===== src/rtl/unidad_fetch_pkg.sv =====
// Shared types and constants for the fetch unit: FSM states, widths, reset PC.
package unidad_fetch_pkg;

  localparam int XLEN    = 32;
  localparam int INSTR_W = 32;

  localparam logic [XLEN-1:0] DEFAULT_RESET_PC = 32'h0000_0000;
  localparam logic [XLEN-1:0] PC_STEP          = 32'd4;

  typedef enum logic [1:0] {
    ST_BOOT  = 2'd0,
    ST_FETCH = 2'd1,
    ST_FAULT = 2'd2
  } fetch_state_e;

  function automatic logic is_word_aligned(input logic [XLEN-1:0] addr);
    return addr[1:0] == 2'b00;
  endfunction

endpackage


===== src/rtl/unidad_fetch_pc_reg.sv =====
// Fetch program counter: holds, loads a redirect target, or steps one word.
module pc_reg
  import unidad_fetch_pkg::*;
#(
  parameter logic [XLEN-1:0] RESET_PC = DEFAULT_RESET_PC
) (
  input  logic            clk,
  input  logic            reset,
  input  logic            load,
  input  logic            inc,
  input  logic [XLEN-1:0] load_pc,
  output logic [XLEN-1:0] pc
);

  logic [XLEN-1:0] pc_d, pc_q;

  // Load wins over increment; the add wraps modulo 2^32 for free.
  always_comb begin
    pc_d = pc_q;
    if (load)     pc_d = load_pc;
    else if (inc) pc_d = pc_q + PC_STEP;
  end

  always_ff @(posedge clk) begin
    if (reset) pc_q <= RESET_PC;
    else       pc_q <= pc_d;
  end

  assign pc = pc_q;

endmodule


===== src/rtl/unidad_fetch.sv =====
// Single-slot instruction fetch: BOOT/FETCH/FAULT control, IR register with
// valid/ready handoff to decode, redirect handling and a handoff counter.
module unidad_fetch
  import unidad_fetch_pkg::*;
#(
  parameter logic [XLEN-1:0] RESET_PC = DEFAULT_RESET_PC,
  parameter int              ADDR_W   = 4
) (
  input  logic               clk,
  input  logic               reset,
  output logic [ADDR_W-1:0]  imem_addr,
  input  logic [INSTR_W-1:0] imem_instr,
  input  logic               redirect_valid,
  input  logic [XLEN-1:0]    redirect_pc,
  output logic               ir_valid,
  input  logic               ir_ready,
  output logic [INSTR_W-1:0] ir,
  output logic [XLEN-1:0]    ir_pc,
  output logic [XLEN-1:0]    pc,
  output logic               fault,
  output logic [15:0]        fetch_count
);

  fetch_state_e       state_d, state_q;
  logic [INSTR_W-1:0] ir_d, ir_q;
  logic [XLEN-1:0]    ir_pc_d, ir_pc_q;
  logic               ir_valid_d, ir_valid_q;
  logic               fault_d, fault_q;
  logic [15:0]        fetch_count_d, fetch_count_q;
  logic               pc_load, pc_inc;
  logic               handoff, slot_free;

  pc_reg #(.RESET_PC(RESET_PC)) u_pc_reg (
    .clk     (clk),
    .reset   (reset),
    .load    (pc_load),
    .inc     (pc_inc),
    .load_pc (redirect_pc),
    .pc      (pc)
  );

  assign imem_addr = pc[ADDR_W+1:2];
  assign handoff   = ir_valid_q && ir_ready;
  assign slot_free = !ir_valid_q || ir_ready;

  always_comb begin
    state_d       = state_q;
    ir_d          = ir_q;
    ir_pc_d       = ir_pc_q;
    ir_valid_d    = ir_valid_q;
    fault_d       = fault_q;
    pc_load       = 1'b0;
    pc_inc        = 1'b0;
    // A handoff counts even when a redirect flushes the slot on the same edge.
    fetch_count_d = fetch_count_q + {15'd0, handoff};

    case (state_q)
      ST_BOOT, ST_FETCH: begin
        if (redirect_valid) begin
          ir_valid_d = 1'b0;
          if (is_word_aligned(redirect_pc)) begin
            pc_load = 1'b1;
            state_d = ST_FETCH;
          end else begin
            fault_d = 1'b1;
            state_d = ST_FAULT;
          end
        end else if (state_q == ST_BOOT) begin
          state_d = ST_FETCH;
        end else if (slot_free) begin
          ir_d       = imem_instr;
          ir_pc_d    = pc;
          ir_valid_d = 1'b1;
          pc_inc     = 1'b1;
        end
      end
      ST_FAULT: ;
      default: state_d = ST_BOOT;
    endcase
  end

  always_ff @(posedge clk) begin
    if (reset) begin
      state_q       <= ST_BOOT;
      ir_q          <= '0;
      ir_pc_q       <= '0;
      ir_valid_q    <= 1'b0;
      fault_q       <= 1'b0;
      fetch_count_q <= '0;
    end else begin
      state_q       <= state_d;
      ir_q          <= ir_d;
      ir_pc_q       <= ir_pc_d;
      ir_valid_q    <= ir_valid_d;
      fault_q       <= fault_d;
      fetch_count_q <= fetch_count_d;
    end
  end

  assign ir          = ir_q;
  assign ir_pc       = ir_pc_q;
  assign ir_valid    = ir_valid_q;
  assign fault       = fault_q;
  assign fetch_count = fetch_count_q;

endmodule


===== config.mk =====
export PLATFORM = sky130hd
export DESIGN_NAME = unidad_fetch
export DESIGN_NICKNAME = d
export VERILOG_FILES = /design/src/rtl/unidad_fetch_pkg.sv /design/src/rtl/unidad_fetch_pc_reg.sv /design/src/rtl/unidad_fetch.sv
export SDC_FILE = /design/constraint.sdc
export NUM_CORES = 1
export LEC_CHECK = 0
export CAP_MARGIN = 10
export CORE_MARGIN = 1
export CORE_UTILIZATION = 45
export CTS_BUF_LIST = sky130_fd_sc_hd__clkbuf_8
export CTS_CLUSTER_SIZE = 28
export DETAILED_ROUTE_END_ITERATION = 10
export GPL_ROUTABILITY_DRIVEN = 0
export PLACE_DENSITY = 0.78
export SLEW_MARGIN = 20
export SYNTH_ARGS = -nofsm -noshare
export SYNTH_HDL_FRONTEND = slang
export SYNTH_HIERARCHICAL = 1
export SYNTH_SLANG_ARGS = --single-unit

===== constraint.sdc =====
create_clock -name clk -period 5.24 [get_ports clk]
set_clock_uncertainty 0.15 [all_clocks]
set_input_delay 1.572 -clock clk [delete_from_list [all_inputs] [get_ports clk]]
set_output_delay 1.572 -clock clk [all_outputs]
set_load 0.03 [all_outputs]

==> flow_summary.toml, run 1 <==
[placement]
dp_cells = 901
numPortBuffers = 185
post-dp-hpwl_um = 10100

[timing]
fin_crit_sh = 0.771
setup_tns_ns = 0
slew_violations = 0
fin_crit_ns = 4.04
fmax_mhz = 248
hold_viol = 0
final-setup-viol-count = 0
worst_hold_slack_ns = 0.299
worst_slew_pin_slew_ns = 0.758
rsz0062_at_grt = "false"
slew_headroom = 0.490

[power_and_ir_drop]
intPower_mw = 1.57
vdd_ir_drop_max_mv = 0.131
power_density_mw_per_mm2 = 287
power.total_mw = 2.10
p_sw_frac = 0.253
combPwrFrac = 0.118
power.leakage_nw = 2.46
p_seq_frac = 0.448
clkPwrFrac = 0.434
power.switching_mw = 0.531

[clocking]
htreeDepth = 4
cts_buffers = 17
insertion_delay_ns = 0.42
cts_sinks = 116
root_buffer = "clkbuf_8"
cts_tree = "done"
clkTransAtPathRegs_ns = 0.06
cts_buffer_depth = 2
post-cts-setup-buffers = 0
ctsHoldBuffers = 0
cts_resized = 0

[global_route]
grt_use_total = 0.249
grt_start_max_net_pins = 70
gr-total-overflow = 0
grt_pass1_vias = 4703
grt_pass1_wl_um = 22500
antenna_found_initial = 0

[finish]
register_area_mm2 = 0.00232
stdcell_count = 933
final_layout_size_suffix_gt1_frac = 0.0656
multi_input_area_mm2 = 0.00243
fin_util = 0.674
n_antenna_cell = 0
area_growth_pct = 46.0
final_nets = 852
nFillCells = 909

[drt]
ant_nets = 0
vias = 5128
dr.pass1.iters = 4
post_drt_wl_per_cell_um = 15.7
totalWireLength_um = 14700
drc = 0
drt_iter0_drc = 282
viasPerCell = 5.50

[yosys]
ys_seq_elements = 116
ys.flop_type = "dfxtp_1"
synth_cell_types = 53
synth-edff-count = 0
async_flop_share = 0
synthesis.area_mm2 = 0.00501
syn_avg_cell_area_um2 = 8.19
ys_seq_area_frac = 0.464
synthCells = 611
synth_warnings = 6
syn_nets = 683

[min_path]
min_path_cells = 2
timing.hold.worst.class = "register to register"

[critical_path]
cp-end-kind = "register"
rr_worst_depth = 7
slowest_stage = "nor3b_1"
worstPathMaxFanout = 24
start_kind = "primary input"
worstPathArrival_ns = 4.23
path_cells = "clkdlybuf4s50_1 > nor2b_1 > or3_2 > inv_2 > buf_4 > nor3b_1 > nand2_1 > o221ai_1"
path_class = "primary input to register"
worstPathRequired_ns = 5.43
slowest_delay_ns = 0.65

[die]
core-area_mm2 = 0.0108
initial_core_util = 0.462
chipHeight_um = 107
die_w_um = 107
dieArea_mm2 = 0.0116
io_pins = 186
rows = 38

[outcome]
outcome = "complete, no violations"

[flow_run]
maxCapViolCount = 0
[path summary, 6_finish.rpt]
check                                start              end  slack, ns
worst max register to register  state_q[1]  u_pc_reg/pc[29]       2.42
worst max-delay path              ir_ready  u_pc_reg/pc[29]       1.20
worst min register to register       fault            fault       0.30
worst min-delay path                 fault            fault       0.30
[kinds of logic after synthesis]
family | Yosys count | share of synthesized area
xor+xnor | 20 | 0.0350
buf+inv | 51 | 0.0515
flops | 116 | 0.464
simple gates | 295 | 0.282
mux | 3 | 0.00600
compound gates | 122 | 0.152
fa+ha+maj | 4 | 0.0100
[layer usage]
layer,global-route usage,part of all wire,vias to the layer above
met2,0.417,0.48,245
met5,0,0,-
met3,0.0841,0.095,20
li1,-,-,2482
met1,0.295,0.41,2381
met4,0.0890,0.012,0
[synth_stat cells, types with 3 or more instances]
| cell | instances | area share |
|---|---|---|
| nand2_1 | 152 | 0.11 |
| dfxtp_1 | 116 | 0.46 |
| a21oi_1 | 75 | 0.075 |
| nor2_1 | 38 | 0.028 |
| nand4_1 | 23 | 0.029 |
| clkbuf_1 | 20 | 0.015 |
| xor2_1 | 15 | 0.026 |
| nand3_1 | 14 | 0.014 |
| nor4_1 | 12 | 0.015 |
| a211oi_1 | 9 | 0.013 |
| or3_1 | 9 | 0.011 |
| buf_2 | 8 | 0.0080 |
| inv_1 | 8 | 0.0060 |
| o21ai_0 | 7 | 0.0070 |
| and4_1 | 6 | 0.010 |
| nand2b_1 | 6 | 0.0075 |
| a311oi_1 | 5 | 0.0087 |
| buf_4 | 5 | 0.0075 |
| buf_6 | 5 | 0.011 |
| nor3b_1 | 5 | 0.0075 |
| xnor2_1 | 5 | 0.0087 |
| and2_1 | 4 | 0.0050 |
| buf_1 | 4 | 0.0030 |
| ha_1 | 4 | 0.010 |
| nor2b_1 | 4 | 0.0050 |
| nor3_1 | 4 | 0.0040 |
| o31a_1 | 4 | 0.0070 |
| or4_1 | 4 | 0.0060 |
| a2111oi_0 | 3 | 0.0052 |
| and3_1 | 3 | 0.0037 |
| mux2i_1 | 3 | 0.0060 |
| o2111a_1 | 3 | 0.0067 |
| o311a_1 | 3 | 0.0060 |
| o31ai_1 | 3 | 0.0045 |
| or2_2 | 3 | 0.0037 |
[critical path, delay by kind of cell]
kind                   cells  cell delay [ns]
buffers and inverters      3             1.12
and+or+nand+nor            4             1.33
AOI/OAI and AO/OA          1             0.20
[area by class of cell]
cell class | instances | share of cell area
Clock buffer | 19 | 0.0358
Clock inverter | 13 | 0.0248
Inverter | 9 | 0.00462
Multi-Input combinational cell | 444 | 0.333
Sequential cell | 116 | 0.318
Tap cell | 140 | 0.0240
Timing Repair Buffer | 192 | 0.260
[metrics by stage]
step / setup slack (ns) / cell area, µm²
floorplan: 1.58 / 5010
global placement: 0.969 / 6870
detailed placement: 0.835 / 6870
CTS: 1.26 / 7310
global route: 1.06 / 7310
finish: 1.20 / 7310
[cells in the final DEF (no fill, tap or decap), drive strengths merged, types with 4 or more instances in the layout]
cell type	instances
inv	11
buf	8
nand2	153
o21ai	7
nor3	4
a211oi	9
nand3	14
a311oi	5
bufinv	4
dfxtp	116
clkbuf	19
xor2	15
nor2b	4
nand4	24
clkdlybuf4s50	184
nor3b	5
nand2b	6
o31a	4
and4	8
clkinvlp	4
or3	9
or4	4
xnor2	5
ha	4
a2111oi	5
nor4	12
nor2	38
a21oi	75
and2	4
[power by group through the flow]
stage          Combinational [mW]  Sequential (mW)  Clock [mW]
6_report                    0.247            0.940       0.909
4_1_cts                     0.249            0.940       0.922
3_3_place_gp                0.244            0.958           0
5_1_grt                     0.263            0.943       0.962
3_5_place_dp                0.247            0.959           0
2_1_floorplan              0.0838            0.999           0
No activity file was read; power rests on OpenSTA's default activity.
==> run 2: changes to the inputs <==
Settings changed: CORE_UTILIZATION 45 to 41, PLACE_DENSITY 0.78 to 0.75.
Clock period 5.24 ns to 3.3 ns, I/O delays scaled along.
==> run 2 against run 1 <==
- clock power is 27% higher
- global-route usage shrank 1.5 points
- critical path depth stayed put
==> flow_summary.toml, run 2 (same netlist as run 1, synthesis figures left out) <==
[critical_path]
worstPathMaxFanout = 8
start_kind = "primary input"
path_class = "primary input to register"
worstPathArrival_ns = 3.24
reg2reg_to = "u_pc_reg/pc[28]"
rr_worst_depth = 7
cp-end-kind = "register"
timing.rr.start = "ir_valid"
r2r_slack_ns = 0.88
worstPathRequired_ns = 3.49

[drt]
totalWireLength_um = 14700
drc = 0
vias = 5151
ant_nets = 0
viasPerCell = 5.42
dr.pass1.iters = 5
drt_iter0_drc = 362
post_drt_wl_per_cell_um = 15.5

[global_route]
grt_pass1_wl_um = 23400
grt_pass1_vias = 4804
use_met1 = 0.281
grt_busiest_layer = "met2"
grt_use_total = 0.234
grt_start_max_net_pins = 65
antenna_found_initial = 0
met2_usage = 0.387
grt_use_met3 = 0.0621
gr-total-overflow = 0

[flow_run]
maxCapViolCount = 0

[placement]
post-dp-hpwl_um = 10500
numPortBuffers = 185
dp_cells = 920

[finish]
n_antenna_cell = 0
final_cell_mix = "clkdlybuf4s50_1, nand2_1, dfxtp_1"
nFillCells = 1019
register_area_mm2 = 0.00232
area_growth_pct = 46.6
multi_input_area_mm2 = 0.00243
final_common_cell = "clkdlybuf4s50_1"
final_layout_size_suffix_gt1_frac = 0.0792
stdcell_count = 951
final_nets = 868

[timing]
hold_viol = 0
final-setup-viol-count = 0
worst_slew_pin_slew_ns = 0.682
fin_crit_ns = 3.04
rsz0062_at_grt = "false"
slew_violations = 0
slew_headroom = 0.541
fin_crit_sh = 0.922
fmax_mhz = 329

[clocking]
cts_resized = 0
cts_tree = "done"
htreeDepth = 4
cts_buffer_depth = 2
ctsHoldBuffers = 0
insertion_delay_ns = 0.44
clkTransAtPathRegs_ns = 0.07
cts_sinks = 116
root_buffer = "clkbuf_8"
post-cts-setup-buffers = 0
cts_buffers = 17

[die]
dieArea_mm2 = 0.0127
rows = 39
io_pins = 186
die_w_um = 113
initial_core_util = 0.429
core-area_mm2 = 0.0117
chipHeight_um = 113

[power_and_ir_drop]
power.total_mw = 3.05
vdd_ir_drop_max_mv = 0.266
power_density_mw_per_mm2 = 415
power.leakage_nw = 2.53

[min_path]
holdPathEnd = "ir_pc[26]"
min_path_cells = 2
timing.hold.worst.class = "register to register"
worstHoldStart = "ir_pc[26]"

[outcome]
outcome = "complete, no violations"
-- run 2: cell types whose count changed in the layout (fill, tap and decap cells not counted) --
cell,change
inv_6,-1
clkinv_4,-1
clkbuf_8,+4
inv_1,+3
clkinvlp_4,-4
buf_4,+16
clkinv_2,+2
bufinv_16,-4
-- run 2: worst max path at each step --
stage                            to            from  cells past startpoint
floorplan           u_pc_reg/pc[28]  redirect_valid                      8
global placement    u_pc_reg/pc[23]        ir_ready                      8
detailed placement  u_pc_reg/pc[23]        ir_ready                      8
CTS                 u_pc_reg/pc[23]        ir_ready                      8
global route        u_pc_reg/pc[30]        ir_ready                      9
finish              u_pc_reg/pc[28]        ir_ready                      8
-- run 2: routing by layer --
layer	vias to the layer above	share of wire
li1	2504	-
met1	2402	0.43
met2	214	0.47
met3	31	0.070
met4	0	0.027
met5	-	0
-- run 2: final cells by class --
| type | instances | area share |
|---|---|---|
| Multi-Input combinational cell | 444 | 0.331 |
| Sequential cell | 116 | 0.316 |
| Timing Repair Buffer | 208 | 0.275 |
| Clock buffer | 23 | 0.0431 |
| Tap cell | 143 | 0.0244 |
| Clock inverter | 8 | 0.00477 |
| Inverter | 9 | 0.00460 |
-- run 2: per-stage QoR --
step | util | hold WS, ns | TNS (ns) | setup slack (ns) | cell area (µm²)
after floorplan | - | 0.284 | 0 | 0.225 | 5010
after global placement | 0.599 | 0.291 | -0.292 | -0.112 | 6990
after detailed placement | 0.599 | 0.295 | -1.11 | -0.164 | 6990
after CTS | 0.629 | 0.305 | 0 | 0.301 | 7340
after global routing | 0.629 | 0.325 | 0 | 0.139 | 7340
final | 0.629 | 0.302 | 0 | 0.257 | 7340
-- run 2: critical path, cell delays in order --
cell	delay, ns
clkdlybuf4s50_1	0.47
nor2b_1	0.05
or3_2	0.47
inv_2	0.16
nand4_1	0.11
or2_2	0.30
or4_1	0.41
a311oi_1	0.28
-- run 2: power by group --
group	internal [mW]	switching, mW	leakage (nW)
clock	0.618	0.536	0.202
combinational	0.190	0.214	1.39
sequential	1.44	0.0476	0.940
==> run 3: changes to the inputs <==
Settings changed: RECOVER_POWER from default to 25.
==> run 3 against run 2 <==
- the run now ends with capacitance limit, slew limit left
- utilization down 0.12 points
- first-iteration DRC count down 0.83%
- sequential power about the same
- worst hold slack unchanged
- critical path depth unchanged
- fmax about the same
- worst setup slack worse by 0.0030 ns
- clock-buffer cell count unchanged
- combinational power about the same
- clock power about the same
- largest cell class unchanged
- highest routed layer unchanged
==> flow_summary.toml, run 3 (same netlist as run 1, synthesis figures left out) <==
[critical_path]
worstPathMaxFanout = 10
r2r_slack_ns = 0.88
start_kind = "primary input"
worstPathRequired_ns = 3.49
path_class = "primary input to register"
worstPathArrival_ns = 3.24
cp-end-kind = "register"

[clocking]
cts_buffer_depth = 2
cts_tree = "done"
cts_sinks = 116
ctsHoldBuffers = 0
insertion_delay_ns = 0.44
cts_resized = 0
clkTransAtPathRegs_ns = 0.07
post-cts-setup-buffers = 0
htreeDepth = 4
cts_buffers = 17
root_buffer = "clkbuf_8"

[timing]
slew_violations = 39
worst_hold_slack_ns = 0.302
fmax_mhz = 328
slew_headroom = -0.0438
worst_slew_pin_slew_ns = 1.57
fin_crit_sh = 0.923
fin_crit_ns = 3.05
final.setup.worst_slack_ns = 0.254
hold_viol = 0
final-setup-viol-count = 0
rsz0062_at_grt = "false"

[power_and_ir_drop]
p_sw_frac = 0.262
power.switching_mw = 0.797
vdd_ir_drop_max_mv = 0.266
power_density_mw_per_mm2 = 416
intPower_mw = 2.25
p_seq_frac = 0.489
power.leakage_nw = 2.52
combPwrFrac = 0.132
clkPwrFrac = 0.379

[finish]
stdcell_count = 951
final_common_cell = "clkdlybuf4s50_1"
final_area_mm2 = 0.00733
final_layout_size_suffix_gt1_frac = 0.0767
final_cell_mix = "clkdlybuf4s50_1, nand2_1, dfxtp_1"
register_area_mm2 = 0.00232
multi_input_area_mm2 = 0.00243
final_nets = 868
nFillCells = 1021
n_antenna_cell = 0
area_growth_pct = 46.4

[placement]
dp_cells = 920
numPortBuffers = 185
place_ws_ns = -0.164
post-dp-hpwl_um = 10500
place_area_mm2 = 0.00699

[die]
die_w_um = 113
rows = 39
initial_core_util = 0.429
dieArea_mm2 = 0.0127
core-area_mm2 = 0.0117
io_pins = 186
chipHeight_um = 113

[global_route]
grt_pass1_vias = 4804
gr-total-overflow = 0
grt_start_max_net_pins = 65
grt_use_total = 0.234
antenna_found_initial = 0
grt_pass1_wl_um = 23400

[drt]
ant_nets = 0
viasPerCell = 5.41
drc = 0
totalWireLength_um = 14700
post_drt_wl_per_cell_um = 15.5
drt_iter0_drc = 359
dr.pass1.iters = 5
vias = 5149

[outcome]
outcome = "complete, but fails checks"
violations = "capacitance limit, slew limit"

[flow_run]
maxCapViolCount = 1

[min_path]
timing.hold.worst.class = "register to register"
run 3: final cells by class:
class,instances,area share
multi-input cells,444,0.331
clock buffers,23,0.0432
clock inverters,8,0.00478
inverters,9,0.00461
well taps,143,0.0244
repair buffers,208,0.275
flip-flops and latches,116,0.317
run 3: per-stage QoR:
step / util / TNS (ns) / power, mW
3_3_place_gp: 0.599 / -0.292 / 1.92
5_1_grt: 0.628 / 0 / 3.17
3_5_place_dp: 0.599 / -1.11 / 1.92
6_report: 0.628 / 0 / 3.05
4_1_cts: 0.629 / 0 / 3.08
2_1_floorplan: - / 0 / 1.72
run 3: power by group through the flow:
| stage | Clock (mW) | Combinational [mW] | Sequential (mW) |
|---|---|---|---|
| 5_1_grt | 1.25 | 0.428 | 1.50 |
| 3_3_place_gp | 0 | 0.398 | 1.52 |
| 3_5_place_dp | 0 | 0.403 | 1.52 |
| 6_report | 1.15 | 0.403 | 1.49 |
| 4_1_cts | 1.18 | 0.405 | 1.49 |
| 2_1_floorplan | 0 | 0.133 | 1.59 |
run 3: final timing paths:
path / startpoint / end / cells after the start
setup / recovery: ir_ready / u_pc_reg/pc[23] / 8
hold / removal: ir_pc[26] / ir_pc[26] / 2
setup reg to reg: ir_valid / u_pc_reg/pc[23] / 7
hold reg to reg: ir_pc[26] / ir_pc[26] / 2
run 3: metal layers:
layer	global-route usage	part of all wire	vias to the layer above
met5	0	0	-
met2	0.387	0.47	214
met4	0.116	0.027	0
li1	-	-	2503
met1	0.281	0.43	2401
met3	0.0621	0.070	31
run 3: critical path: stages:
cell and delay, ns:
clkdlybuf4s50_1 0.47, nor2b_1 0.05, or3_2 0.47, inv_2 0.16, buf_4 0.20, nand4_1 0.20, or4_1 0.44, a311oi_1 0.25
